File: src/rtl/sd_pkg.sv
// sd_pkg: shared FSM state, command and error encodings for sd_spi_init
package sd_pkg;
    typedef enum logic [3:0] {
        S_IDLE, S_DUMMY, S_SEND, S_RESP_WAIT, S_RESP_SHIFT, S_CHECK, S_GAP, S_DONE, S_ERROR
    } state_t;
    typedef enum logic [2:0] {C_CMD0, C_CMD8, C_CMD55, C_ACMD41, C_CMD58} cmd_t;
    localparam logic [5:0]  IDX_CMD0    = 6'd0;
    localparam logic [5:0]  IDX_CMD8    = 6'd8;
    localparam logic [5:0]  IDX_CMD55   = 6'd55;
    localparam logic [5:0]  IDX_ACMD41  = 6'd41;
    localparam logic [5:0]  IDX_CMD58   = 6'd58;
    localparam logic [31:0] ARG_ZERO    = 32'h0000_0000;
    localparam logic [31:0] ARG_CMD8    = 32'h0000_01AA;
    localparam logic [31:0] ARG_ACMD41  = 32'h4000_0000;
    localparam logic [11:0] CMD8_ECHO   = 12'h1AA;
    localparam logic [7:0]  CRC_CMD0    = 8'h95;
    localparam logic [7:0]  CRC_CMD8    = 8'h87;
    localparam logic [7:0]  CRC_OTHER   = 8'h01;
    localparam logic [2:0]  ERR_NONE    = 3'd0;
    localparam logic [2:0]  ERR_CMD0    = 3'd1;
    localparam logic [2:0]  ERR_CMD8    = 3'd2;
    localparam logic [2:0]  ERR_ACMD41  = 3'd3;
    localparam logic [2:0]  ERR_CMD58   = 3'd4;
    localparam logic [2:0]  ERR_TIMEOUT = 3'd5;

    // First 40 frame bits: {start 0, tx 1, index, argument}
    function automatic logic [39:0] cmd_head(cmd_t c);
        logic [5:0]  idx;
        logic [31:0] arg;
        idx = (c == C_CMD0) ? IDX_CMD0 : (c == C_CMD8) ? IDX_CMD8 :
              (c == C_CMD55) ? IDX_CMD55 : (c == C_ACMD41) ? IDX_ACMD41 : IDX_CMD58;
        arg = (c == C_CMD8) ? ARG_CMD8 : (c == C_ACMD41) ? ARG_ACMD41 : ARG_ZERO;
        return {2'b01, idx, arg};
    endfunction

    function automatic logic [7:0] cmd_crc(cmd_t c);
        return (c == C_CMD0) ? CRC_CMD0 : (c == C_CMD8) ? CRC_CMD8 : CRC_OTHER;
    endfunction

    // CMD8 (R7) and CMD58 (R3) return 40-bit responses, the rest 8-bit R1
    function automatic logic cmd_long(cmd_t c);
        return (c == C_CMD8) || (c == C_CMD58);
    endfunction
endpackage

File: src/rtl/sd_crc7.sv
// sd_crc7: serial CRC-7 (x^7 + x^3 + 1), one bit per clock, MSB first
// Ports: clk, rst_n (async active-low), clr (sync clear), en (shift din), din, crc[6:0]
module sd_crc7 (
    input  logic       clk,
    input  logic       rst_n,
    input  logic       clr,
    input  logic       en,
    input  logic       din,
    output logic [6:0] crc
);
    logic fb;
    assign fb = din ^ crc[6];
    always_ff @(posedge clk or negedge rst_n)
        if (!rst_n) crc <= '0;
        else if (clr) crc <= '0;
        else if (en) crc <= {crc[5:3], crc[2] ^ fb, crc[1:0], fb};
endmodule

File: src/rtl/sd_spi_init.sv
// sd_spi_init: SPI-mode SD card initialisation sequencer (CMD0, CMD8, CMD55/ACMD41 loop, CMD58)
// Ports: SCLK clock, reset_n async active-low reset, start kicks the sequence from IDLE/ERROR,
//        MISO card data; CS/MOSI card side; busy/done/error status levels, sdhc = OCR CCS,
//        err_code failure cause (0 none, 1 CMD0, 2 CMD8, 3 ACMD41, 4 CMD58, 5 timeout).
// Build option: define SD_INIT_CRC_EN to compute every CRC7 with sd_crc7 instead of fixed bytes.
module sd_spi_init
    import sd_pkg::*;
#(
    parameter int          DUMMY_CLOCKS     = 80,
    parameter int          RESP_TIMEOUT     = 255,
    parameter logic [15:0] ACMD41_MAX_TRIES = 16'd1000
) (
    input  logic       SCLK,
    input  logic       reset_n,
    input  logic       start,
    input  logic       MISO,
    output logic       CS,
    output logic       MOSI,
    output logic       busy,
    output logic       done,
    output logic       sdhc,
    output logic       error,
    output logic [2:0] err_code
);
    localparam logic [15:0] DUMMY_LAST = 16'(DUMMY_CLOCKS - 1);
    localparam logic [15:0] WAIT_LAST  = 16'(RESP_TIMEOUT - 1);

    state_t      state, state_nx;
    cmd_t        cmd, cmd_nx;
    logic [15:0] cnt, cnt_nx, tries, tries_nx, tries_inc;
    logic [39:0] resp, resp_nx;
    logic        sdhc_nx;
    logic [2:0]  err_nx;
    logic [7:0]  r1, crc_byte;
    logic [47:0] frame;
    logic        tx_bit;

    assign frame  = {cmd_head(cmd), crc_byte};
    assign tx_bit = frame[6'd47 - cnt[5:0]];

`ifdef SD_INIT_CRC_EN
    logic [6:0] crc;
    // Fed the 40 header bits as they go out; holds the result for the last 8 SEND cycles
    sd_crc7 u_crc (
        .clk  (SCLK),
        .rst_n(reset_n),
        .clr  (state != S_SEND),
        .en   (state == S_SEND && cnt < 16'd40),
        .din  (tx_bit),
        .crc  (crc)
    );
    assign crc_byte = {crc, 1'b1};
`else
    assign crc_byte = cmd_crc(cmd);
`endif

    // R1 is the first byte received: top of the 40-bit shift for R3/R7
    assign r1        = cmd_long(cmd) ? resp[39:32] : resp[7:0];
    assign tries_inc = (tries == 16'hFFFF) ? tries : tries + 16'd1;

    assign busy  = !(state inside {S_IDLE, S_DONE, S_ERROR});
    assign CS    = !(state inside {S_SEND, S_RESP_WAIT, S_RESP_SHIFT, S_CHECK, S_GAP});
    assign MOSI  = (state == S_SEND) ? tx_bit : 1'b1;
    assign done  = state == S_DONE;
    assign error = state == S_ERROR;

    always_ff @(posedge SCLK or negedge reset_n)
        if (!reset_n) begin
            state    <= S_IDLE;
            cmd      <= C_CMD0;
            cnt      <= '0;
            tries    <= '0;
            resp     <= '0;
            sdhc     <= 1'b0;
            err_code <= ERR_NONE;
        end else begin
            state    <= state_nx;
            cmd      <= cmd_nx;
            cnt      <= cnt_nx;
            tries    <= tries_nx;
            resp     <= resp_nx;
            sdhc     <= sdhc_nx;
            err_code <= err_nx;
        end

    always_comb begin
        state_nx = state;
        cmd_nx   = cmd;
        cnt_nx   = cnt;
        tries_nx = tries;
        resp_nx  = resp;
        sdhc_nx  = sdhc;
        err_nx   = err_code;
        case (state)
            S_IDLE, S_ERROR: if (start) begin
                state_nx = S_DUMMY;
                cmd_nx   = C_CMD0;
                cnt_nx   = '0;
                tries_nx = '0;
                err_nx   = ERR_NONE;
            end
            S_DUMMY: begin
                state_nx = (cnt == DUMMY_LAST) ? S_SEND : S_DUMMY;
                cnt_nx   = (cnt == DUMMY_LAST) ? 16'd0 : cnt + 16'd1;
            end
            S_SEND: begin
                state_nx = (cnt == 16'd47) ? S_RESP_WAIT : S_SEND;
                cnt_nx   = (cnt == 16'd47) ? 16'd0 : cnt + 16'd1;
                resp_nx  = '0;
            end
            S_RESP_WAIT:
                if (!MISO) begin
                    // start bit wins even on the final wait cycle; it is R1 bit 7
                    state_nx = S_RESP_SHIFT;
                    cnt_nx   = 16'd1;
                    resp_nx  = {resp[38:0], MISO};
                end else if (cnt == WAIT_LAST) begin
                    state_nx = S_ERROR;
                    err_nx   = ERR_TIMEOUT;
                end else cnt_nx = cnt + 16'd1;
            S_RESP_SHIFT: begin
                resp_nx  = {resp[38:0], MISO};
                cnt_nx   = cnt + 16'd1;
                state_nx = (cnt == (cmd_long(cmd) ? 16'd39 : 16'd7)) ? S_CHECK : S_RESP_SHIFT;
            end
            S_CHECK: begin
                state_nx = S_GAP;
                cnt_nx   = '0;
                case (cmd)
                    C_CMD0:
                        if (r1 == 8'h01) cmd_nx = C_CMD8;
                        else begin state_nx = S_ERROR; err_nx = ERR_CMD0; end
                    C_CMD8:
                        if (r1 == 8'h01 && resp[11:0] == CMD8_ECHO) cmd_nx = C_CMD55;
                        else begin state_nx = S_ERROR; err_nx = ERR_CMD8; end
                    C_CMD55:
                        if (r1[7:1] == 7'd0) cmd_nx = C_ACMD41;
                        else begin state_nx = S_ERROR; err_nx = ERR_ACMD41; end
                    C_ACMD41:
                        if (r1 == 8'h00) cmd_nx = C_CMD58;
                        else if (r1 == 8'h01 && tries_inc < ACMD41_MAX_TRIES) begin
                            tries_nx = tries_inc;
                            cmd_nx   = C_CMD55;
                        end else begin
                            tries_nx = (r1 == 8'h01) ? tries_inc : tries;
                            state_nx = S_ERROR;
                            err_nx   = ERR_ACMD41;
                        end
                    default:
                        if (r1 == 8'h00) begin state_nx = S_DONE; sdhc_nx = resp[30]; end
                        else begin state_nx = S_ERROR; err_nx = ERR_CMD58; end
                endcase
            end
            S_GAP: begin
                state_nx = (cnt == 16'd7) ? S_SEND : S_GAP;
                cnt_nx   = (cnt == 16'd7) ? 16'd0 : cnt + 16'd1;
            end
            S_DONE: state_nx = S_DONE;
            default: state_nx = S_IDLE;
        endcase
    end
endmodule

File: config.mk
export PLATFORM = sky130hd
export DESIGN_NAME = sd_spi_init
export DESIGN_NICKNAME = d
export VERILOG_FILES = /design/src/rtl/sd_pkg.sv /design/src/rtl/sd_crc7.sv /design/src/rtl/sd_spi_init.sv
export SDC_FILE = /design/constraint.sdc
export NUM_CORES = 1
export LEC_CHECK = 0
export ABC_AREA = 1
export BUFFER_PORTS_ARGS = -buffer_cell sky130_fd_sc_hd__buf_2
export CORE_MARGIN = 2
export CORE_UTILIZATION = 45
export DETAILED_ROUTE_END_ITERATION = 10
export GPL_ROUTABILITY_DRIVEN = 0
export PLACE_DENSITY = 0.62
export SLEW_MARGIN = 20
export SYNTH_ARGS = -nofsm -noshare
export SYNTH_HDL_FRONTEND = slang
export SYNTH_SLANG_ARGS = --single-unit
File: constraint.sdc
create_clock -name SCLK -period 2.25 [get_ports SCLK]
set_clock_uncertainty 0.2 [all_clocks]
set_input_delay 0.45 -clock SCLK [delete_from_list [all_inputs] [get_ports SCLK]]
set_output_delay 0.45 -clock SCLK [all_outputs]
set_load 0.005 [all_outputs]
==> reports/qor.csv <==
metric;value;unit
stdcell_area;0.006068;sq mm
dr.pass1.iters;5;
die-area;0.01179;sq mm
netlist.area_leader.share;0.4220;
setup_viol;24;
netlist_instances;670;
die_y;108.6;um
crit_path_end_kind;output port;
dpl.hpwl;9043;um
rsz0062_at_grt;true;
p_leak;2.791;nW
outcome;complete, but fails checks;
area_growth;23.28;%
grt_use_total;0.2272;
p_sw;1.885;mW
hold_class;in -> reg;
cts_tree;yes;
cap_viol_max_count;0;
path_class;reg -> out;
synth_flop_cell;dfrtp_1;
drtIter0Drc;381;
num_rows;38;
slew_violations;0;
n_fill_cell;1025;
cts_root_buf;clkbuf_8;
finalHoldViolCount;0;
grt.overflow.total;0;
crit_fanout;7;
start_util;0.4581;
comb_power_share;0.406;
synth_largest_area_cell;dfrtp_1;
clkPwrFrac;0.224;
yosysSeqAreaShare;0.4220;
async_reset_ff_frac;1.000;
grt_max_degree;47;
clock_sinks;83;
vias_per_cell;5.360;
cts_made_buffers;9;
required;1600;ps
peakVddDrop;0.0004828;V
r2r_slack;-170;ps
p_sw_frac;0.3866;
arrival;1950;ps
violations;setup timing;
finalWorstSetupSlack;-346.8;ps
drc;0;
synth_area_leaders;dfrtp_1, nand2_1, o21ai_0;
clockBufferDepth;2;
dr_total_vias;4744;
slew_headroom;0.6061;
period_minus_slack;2597;ps
intPower;2.991;mW
power_per_cell_area;803.6;mW/mm^2
clk_pin_slew_worst_paths;90;ps
place_area;0.005426;sq mm
nets;750;
synth-edff-count;0;
fin_crit_sh;1.154;
worstMarginPinSlew;590.8;ps
core_area;0.01075;sq mm
drtAntennaViolNets;0;
drive_gt1_frac;0.2604;
syn_area;0.004922;sq mm
avgSynthCellArea;7.347;sq um
antenna_found_initial;0;
holdWs;260.1;ps
routed_wl;12870;um
clkLatencyLatePin;370;ps
io_pins;13;
grt_pass1_vias;4433;
port_buffers;12;
n_antenna_cell;0;
dieWidth;108.6;um
max_freq;385.1;MHz
h-tree-depth;3;
synth_nets;680;
p_seq_frac;0.369;
avgRoutedWirePerCell;14.54;um
grt_pass1_wl;20900;um
worstSetupStartpointType;flop;
synth_warnings;0;
synth-seq-cells;83;
ys_types;46;
## Yosys cell counts, types with 3 or more instances
master	count
xor2_1	8
nand2_1	174
o21ai_1	5
ha_1	6
nor2_4	6
o21ai_0	69
clkbuf_1	13
nor4_1	3
dfrtp_1	83
nand4_1	18
inv_2	13
nor2_1	58
nand3_1	49
o22ai_1	4
nor3_1	13
a31oi_1	4
nand2_2	8
nor2_2	10
a21oi_1	19
nand3_2	3
inv_1	71
## kinds of logic (layout without fill, tap and decap cells)
group	Yosys count	count (layout)	share of synthesized area
and+or+nand+nor	351	351	0.3299
DFF	83	83	0.4220
AOI/OAI and AO/OA	118	118	0.1342
adders and majority gates	6	6	0.01525
buffers and inverters	103	178	0.08262
xor gates and xnor gates	9	9	0.01602
## path summary, 6_finish.rpt
path / startpoint / end / depth (start not counted)
max in group asynchronous: reset_n / cnt[1]$_DFFE_PN0P_ / 3
setup / recovery: cmd[2]$_DFFE_PN0P_ / MOSI / 8
min in group asynchronous: reset_n / tries[5]$_DFFE_PN0P_ / 2
hold / removal: start / state[0]$_DFFE_PN0P_ / 3
hold reg to reg: err_code[0]$_DFFE_PN0P_ / err_code[0]$_DFFE_PN0P_ / 2
setup reg to reg: cmd[2]$_DFFE_PN0P_ / err_code[0]$_DFFE_PN0P_ / 16
## registers in the layout (all words and copies together), names as in the netlist
register / cells
cmd: 3
cnt: 16
err_code: 3
resp: 40
sdhc: 1
state: 4
tries: 16
## area by class of cell
type | count | area (sq um) | area share
Sequential cell | 83 | 2083 | 0.3433
Clock inverter | 7 | 68.82 | 0.01134
Timing Repair Buffer | 76 | 588.1 | 0.09691
Tap cell | 140 | 175.2 | 0.02887
Multi-Input combinational cell | 484 | 2701 | 0.4452
Clock buffer | 9 | 123.9 | 0.02041
Inverter | 86 | 327.8 | 0.05402
## timing repair
item,in CTS,in global routing
setup buffers,6,11
gates cloned,0,1
hold endpoints to repair,43,0
setup endpoints to repair,14,42
resized for setup,28,67
pin swaps,6,18
hold buffers,1,0
## through the flow
step	setup slack (ps)	total power, mW	setup TNS (ps)	cells	utilization
3_3_place_gp	36.41	3.288	0	850	0.5050
4_1_cts	-291.9	4.550	-334.7	873	0.5356
3_5_place_dp	-63.44	3.324	-249.3	850	0.5050
6_report	-346.8	4.877	-2312	885	0.5647
2_1_floorplan	71.62	2.797	0	670	-
5_1_grt	-452.5	5.209	-7578	885	0.5647
## power groups by stage
| stage | clock network, mW | logic, mW | registers [mW] |
|---|---|---|---|
| global route | 1.19 | 2.20 | 1.82 |
| floorplan | 0 | 1.00 | 1.79 |
| finish | 1.09 | 1.98 | 1.80 |
| detailed placement | 0 | 1.51 | 1.82 |
| global placement | 0 | 1.48 | 1.81 |
| CTS | 1.12 | 1.64 | 1.79 |
## cell usage in the layout, fill, tap and decap left out, types with 6 or more instances in the layout
| master | count |
|---|---|
| nor2_1 | 49 |
| nand4_1 | 18 |
| inv_2 | 20 |
| nor2_4 | 14 |
| o21ai_0 | 57 |
| buf_6 | 8 |
| nand3_1 | 45 |
| nor3_1 | 11 |
| o21ai_1 | 14 |
| buf_2 | 11 |
| nand2_1 | 167 |
| nand3_2 | 6 |
| clkbuf_8 | 9 |
| xor2_1 | 8 |
| nor2_2 | 11 |
| inv_1 | 63 |
| a21oi_1 | 14 |
| dfrtp_1 | 78 |
| nand2_2 | 11 |
| buf_4 | 55 |
## worst max-delay path, stage by stage (launching register included)
cell and delay (ps):
dfrtp_2 490, inv_2 90, buf_4 150, o2111ai_2 190, o211ai_1 140, a21oi_1 160, nand2_1 60, o211ai_1 160
buf_2 140
## metal layers
metal | part of all wire | GRT usage | wire length, um
met1 | 0.46 | 0.3127 | 5907
met2 | 0.47 | 0.3500 | 6058
met3 | 0.045 | 0.04340 | 580
met4 | 0.025 | 0.09707 | 326
met5 | 0 | 0 | 0
Power figures use the tool's default switching activity.
